<file path="src/rtl/branch_issue_ctrl_pkg.sv">
// Shared processor package: default widths and the issue-controller state encoding.
package branch_issue_ctrl_pkg;

  localparam int XLEN_DEF  = 16;
  localparam int TAG_W_DEF = 4;

  typedef enum logic [1:0] {
    ST_IDLE    = 2'd0,
    ST_BUSY    = 2'd1,
    ST_RECOVER = 2'd2
  } state_e;

endpackage

</file>
<file path="src/rtl/branch_issue_ctrl_branch_unit.sv">
// Combinational branch resolution: equality compare and next-PC selection.
module branch_unit #(
  parameter int XLEN = 16
) (
  input  logic [XLEN-1:0] a_i,
  input  logic [XLEN-1:0] b_i,
  input  logic [XLEN-1:0] pc_i,
  input  logic [XLEN-1:0] imm_i,
  output logic            taken_o,
  output logic [XLEN-1:0] target_o
);

  always_comb begin
    taken_o  = (a_i == b_i);
    target_o = taken_o ? (pc_i + imm_i) : pc_i;
  end

endmodule

</file>
<file path="src/rtl/branch_issue_ctrl.sv">
// Two-slot branch issue controller: holds one branch per slot, issues the oldest
// to a shared branch unit each cycle, registers the result and squashes younger work.
module branch_issue_ctrl
  import branch_issue_ctrl_pkg::*;
#(
  parameter int TAG_W = TAG_W_DEF,
  parameter int XLEN  = XLEN_DEF
) (
  input  logic                  clk,
  input  logic                  rst_n,
  input  logic [1:0]            req_valid_i,
  output logic [1:0]            req_ready_o,
  input  logic [1:0][XLEN-1:0]  req_a_i,
  input  logic [1:0][XLEN-1:0]  req_b_i,
  input  logic [1:0][XLEN-1:0]  req_pc_i,
  input  logic [1:0][XLEN-1:0]  req_imm_i,
  input  logic [1:0][TAG_W-1:0] req_tag_i,
  input  logic                  flush_i,
  output logic                  res_valid_o,
  output logic                  res_taken_o,
  output logic [XLEN-1:0]       res_target_o,
  output logic [TAG_W-1:0]      res_tag_o
);

  state_e                state_q, state_d;
  logic [1:0]            full_q, full_d;
  logic [1:0]            age_q, age_d;
  logic [1:0][XLEN-1:0]  a_q, a_d, b_q, b_d, pc_q, pc_d, imm_q, imm_d;
  logic [1:0][TAG_W-1:0] tag_q, tag_d;
  logic                  res_valid_q, res_valid_d;
  logic                  res_taken_q, res_taken_d;
  logic [XLEN-1:0]       res_target_q, res_target_d;
  logic [TAG_W-1:0]      res_tag_q, res_tag_d;

  logic                  issue;
  logic                  issue_sel;
  logic [1:0]            issue_oh;
  logic [1:0]            full_rem;
  logic [1:0]            accept;
  logic                  block_acc;
  logic                  bu_taken;
  logic [XLEN-1:0]       bu_target;

  // age_q[k] marks entry k as the older one when both entries are held
  always_comb begin
    issue_sel = (full_q == 2'b11) ? age_q[1] : full_q[1];
    issue     = (state_q == ST_BUSY) && (|full_q);
    issue_oh  = issue ? (issue_sel ? 2'b10 : 2'b01) : 2'b00;
  end

  branch_unit #(.XLEN(XLEN)) u_branch_unit (
    .a_i      (a_q[issue_sel]),
    .b_i      (b_q[issue_sel]),
    .pc_i     (pc_q[issue_sel]),
    .imm_i    (imm_q[issue_sel]),
    .taken_o  (bu_taken),
    .target_o (bu_target)
  );

  // The issuing entry frees its slot this cycle unless it squashes the pipeline
  always_comb begin
    full_rem    = full_q & ~issue_oh;
    block_acc   = !rst_n || flush_i || (state_q == ST_RECOVER) || (issue && bu_taken);
    req_ready_o = block_acc ? 2'b00 : ~full_rem;
    accept      = req_valid_i & req_ready_o;
  end

  always_comb begin
    full_d = full_rem | accept;
    a_d    = a_q;
    b_d    = b_q;
    pc_d   = pc_q;
    imm_d  = imm_q;
    tag_d  = tag_q;
    for (int k = 0; k < 2; k++) begin
      if (accept[k]) begin
        a_d[k]   = req_a_i[k];
        b_d[k]   = req_b_i[k];
        pc_d[k]  = req_pc_i[k];
        imm_d[k] = req_imm_i[k];
        tag_d[k] = req_tag_i[k];
      end
    end

    if (full_rem == 2'b11)             age_d = age_q;
    else if (full_rem[0] && accept[1]) age_d = 2'b01;
    else if (full_rem[1] && accept[0]) age_d = 2'b10;
    else if (accept == 2'b11)          age_d = 2'b01;
    else                               age_d = full_d;

    if (flush_i || (issue && bu_taken)) begin
      full_d = 2'b00;
      age_d  = 2'b00;
    end

    state_d = state_q;
    unique case (state_q)
      ST_IDLE:    if (|accept) state_d = ST_BUSY;
      ST_BUSY: begin
        if (issue && bu_taken) state_d = ST_RECOVER;
        else if (~|full_d)     state_d = ST_IDLE;
      end
      ST_RECOVER: state_d = ST_IDLE;
      default:    state_d = ST_IDLE;
    endcase
    if (flush_i) state_d = ST_IDLE;

    res_valid_d  = issue && !flush_i;
    res_taken_d  = issue ? bu_taken : res_taken_q;
    res_target_d = issue ? bu_target : res_target_q;
    res_tag_d    = issue ? tag_q[issue_sel] : res_tag_q;
  end

  always_ff @(posedge clk) begin
    if (!rst_n) begin
      state_q      <= ST_IDLE;
      full_q       <= '0;
      age_q        <= '0;
      res_valid_q  <= 1'b0;
      res_taken_q  <= 1'b0;
      res_target_q <= '0;
      res_tag_q    <= '0;
    end else begin
      state_q      <= state_d;
      full_q       <= full_d;
      age_q        <= age_d;
      res_valid_q  <= res_valid_d;
      res_taken_q  <= res_taken_d;
      res_target_q <= res_target_d;
      res_tag_q    <= res_tag_d;
    end
  end

  // Payload is qualified by full_q, so it needs no reset
  always_ff @(posedge clk) begin
    a_q   <= a_d;
    b_q   <= b_d;
    pc_q  <= pc_d;
    imm_q <= imm_d;
    tag_q <= tag_d;
  end

  assign res_valid_o  = res_valid_q;
  assign res_taken_o  = res_taken_q;
  assign res_target_o = res_target_q;
  assign res_tag_o    = res_tag_q;

endmodule

</file>
<file path="config.mk">
export PLATFORM = sky130hd
export DESIGN_NAME = branch_issue_ctrl
export DESIGN_NICKNAME = d
export VERILOG_FILES = /design/src/rtl/branch_issue_ctrl_pkg.sv /design/src/rtl/branch_issue_ctrl_branch_unit.sv /design/src/rtl/branch_issue_ctrl.sv
export SDC_FILE = /design/constraint.sdc
export NUM_CORES = 1
export LEC_CHECK = 0
export ABC_AREA = 1
export BUFFER_PORTS_ARGS = -buffer_cell sky130_fd_sc_hd__buf_2
export CELL_PAD_IN_SITES_DETAIL_PLACEMENT = 1
export CELL_PAD_IN_SITES_GLOBAL_PLACEMENT = 1
export CORE_UTILIZATION = 38
export CTS_CLUSTER_SIZE = 8
export DETAILED_ROUTE_END_ITERATION = 7
export PLACE_DENSITY = 0.76
export SYNTH_ARGS = -nofsm -noshare
export SYNTH_HDL_FRONTEND = slang
export SYNTH_SLANG_ARGS = --single-unit
export TNS_END_PERCENT = 30
</file>
<file path="constraint.sdc">
create_clock -name clk -period 4.35 [get_ports clk]
set_input_delay 0.2175 -clock clk [delete_from_list [all_inputs] [get_ports clk]]
set_output_delay 0.2175 -clock clk [all_outputs]
set_load 0.05 [all_outputs]
</file>
==> qor.yml <==
drt:
  vias: 5679
  drc: 0
  wl_um: 23200
  wl_per_cell_um: 20.0
  drt_iter0_markers: 287
  ant_nets: 0
  via_per_inst: 4.90
  dr.pass1.iters: 4
worst_setup_path:
  cp.arrival_ps: 3210
  critical_path.max_stage_delay_ps: 720
  critical_path.cell_chain: "nand2_1, nand2_2, buf_4, nor2_1, nand2_1, nor2_1, nand3_1, nand2_4, nand2_4, nand4_1, inv_2, buf_4"
  crit_path_top_delay_cell: "buf_4"
  reg2reg_slack_ps: 1200
  cp_max_fo: 68
  cp_data_required_time_ps: 4410
  reg2reg_to: "pc_q[3]"
  setup.worst_path.start_class: "register"
  end_kind: "register"
  r2r_cells: 12
  critPathTopFamily: "buffers and inverters"
  path_class: "reg -> reg"
  worst-path-buf-inv: 3
  r2r_start: "full_q[0]"
clock_network:
  clock_latency_ps: 450
  cts_tree: "built"
  clockBufferDepth: 2
  root_buffer: "clkbuf_16"
  ctsResizeCount: 0
  clock_sinks: 163
  h-tree-depth: 4
  clkSlewWorstSetupHoldPaths_ps: 70
  numCtsBuffers: 17
power_and_ir_drop:
  seq_power_share_pct: 47.3
  p_switching_mw: 0.918
  power_mw: 3.71
  clkPwrFrac_pct: 43.2
  worst_ir_drop_vdd_mv: 0.299
  leakagePower_nw: 4.27
  netSwitchingFraction_pct: 24.7
  p_per_area_mw_per_mm2: 371
  p_int_mw: 2.79
  p_comb_share_pct: 9.5
status:
  status: "finished clean"
placement:
  dp_slack_ps: 1220
  port_buffers: 164
  place_hpwl_um: 13000
  globalplace.congestion: 0.851
yosys:
  yosysTopAreaCell: "edfxtp_1"
  synth_edf_count: 136
  synth_ff_type: "edfxtp_1"
  async_flop_share_pct: 0
  synth-seq-area-share_pct: 66.7
  ys_types: 42
  synth_fp_nets: 760
  synthDominantCellAreaShare_pct: 58.9
  syn_area_sq_mm: 0.00693
  yosysWarnings: 0
  synth.area.top_cells: "edfxtp_1, nand2_1, dfxtp_1, xnor2_1, inv_1"
  avgSynthCellArea_sq_um: 11.5
  syn-instance-count: 603
  synth-seq-cells: 163
timing:
  relSlewSlack_pct: 36.2
  setup_violations: 0
  finalCritPeriodShare_pct: 72.4
  finalHoldViolations: 0
  setup_tns_ps: 0
  fin_ws_ps: 1200
  whs_ps: 87.4
  grt_setup_unrepaired: "no"
  finalMaxSlewViolations: 0
  post-route-min-period_ps: 3150
  finClkSkew_ps: 19.1
  max_freq_ghz: 0.317
  tightest_slew_ps: 956
die:
  initial_core_util_pct: 38.7
  ioPinCount: 165
  die_x_um: 137
  dieArea_sq_mm: 0.0188
  rows: 49
  placeableCoreArea_sq_mm: 0.0179
  dieHeight_um: 137
layout:
  final_common_cell: "buf_2"
  area_growth_pct: 44.3
  layout_common_cells: "buf_2, nand2_1, edfxtp_1, dlygate4sd3_1, inv_1"
  fillers: 1916
  drive_gt1_share_pct: 24.2
  layout.nets: 1072
global_route:
  grt_pass1_vias: 6387
  grt_pass1_wl_um: 35100
  use_met2_pct: 47.7
  use_met1_pct: 28.0
  antenna_found_initial: 2
  grtUsageTotal_pct: 26.1
  met3_usage_pct: 6.26
  grt_max_degree: 69
  grt.overflow.total: 0
  top_usage_layer: "met2"
run:
  drv_cap: 0
worst_hold_path:
  hold_class: "in -> reg"
  hold_start: "flush_i"
  hold_path_end: "state_q[0]"
  worstHoldPathCells: 4
worst min-delay path, delay by kind of cell:
family	cells	cell delay, ps
buffers and inverters	2	150
and+or+nand+nor	2	110
sequential cells by signal, indices dropped and copies added, names as in the netlist:
register / flops
pc_q: 32
res_tag_o: 4
res_valid_o: 1
full_q: 2
res_target_o: 16
tag_q: 8
b_q: 32
a_q: 32
res_taken_o: 1
state_q: 2
imm_q: 32
age_q: 1
per-stage QoR:
stage,cells,area (sq um),utilization (%)
final,1159,10000,55.9
after global routing,1159,10000,55.9
after CTS,1157,10000,55.8
after detailed placement,989,8020,44.8
after global placement,989,8020,44.8
after floorplan,603,6930,-
metal layers:
layer,wire (um),up-vias
li1,-,2687
met1,9060,2748
met2,12200,188
met3,1100,56
met4,779,0
met5,0,-
synthesized netlist by cell type, types with 3 or more instances:
cell type  instances
nor3_1             3
xor2_1             7
nand4_1            3
ha_1              15
dfxtp_1           27
a31oi_1            4
o211ai_1           7
buf_2              4
nand2_1          159
o221ai_1           4
inv_1             58
xnor2_1           27
edfxtp_1         136
clkbuf_1           7
or2_2              4
a21oi_1           36
nor2_1            23
inv_2              6
nand3_1           20
o21ai_0           23
layout make-up:
| cell class | count | area, sq um | area share [%] |
|---|---|---|---|
| inverter | 64 | 240 | 2.40 |
| sequential | 163 | 4620 | 46.2 |
| timing repair buffer | 306 | 2230 | 22.3 |
| clock buffer | 18 | 429 | 4.29 |
| antenna | 2 | 5.00 | 0.0500 |
| multi-input combinational | 363 | 2010 | 20.1 |
| clock inverter | 14 | 184 | 1.84 |
| tap | 229 | 287 | 2.86 |
power by group through the flow:
stage | Sequential, mW | Clock (mW) | Combinational (mW)
after floorplan | 1.79 | 0 | 0.128
after global placement | 1.78 | 0 | 0.234
final | 1.76 | 1.60 | 0.354
after detailed placement | 1.79 | 0 | 0.243
after global routing | 1.76 | 1.67 | 0.385
after CTS | 1.75 | 1.58 | 0.340
worst max-delay path by stage:
stage / from / end / slack (ps) / cells after the start
after floorplan: b_q[1] / state_q[0] / 60 / 12
after global placement: full_q[0] / res_target_o[10] / 1330 / 20
after detailed placement: full_q[0] / b_q[5] / 1220 / 12
after CTS: full_q[0] / res_target_o[15] / 1190 / 17
after global routing: full_q[0] / res_target_o[10] / 790 / 19
final: full_q[0] / pc_q[3] / 1200 / 12
repair_timing:
| item | 4_1_cts | 5_1_grt |
|---|---|---|
| hold buffers | 136 | 0 |
| setup buffers | 0 | 0 |
| endpoints found under the hold margin | 136 | 0 |
logic make-up (layout without fill, tap and decap cells):
group	after synthesis	in the layout	share of synthesized area [%]
xor+xnor	34	34	4.29
simple gates	220	220	13.2
fa+ha+maj	16	16	3.00
flops	163	163	66.7
mux	2	2	0.289
buf+inv	77	402	4.46
compound gates	91	91	8.08
other cells	0	2	0
Power figures use the tool's default switching activity.
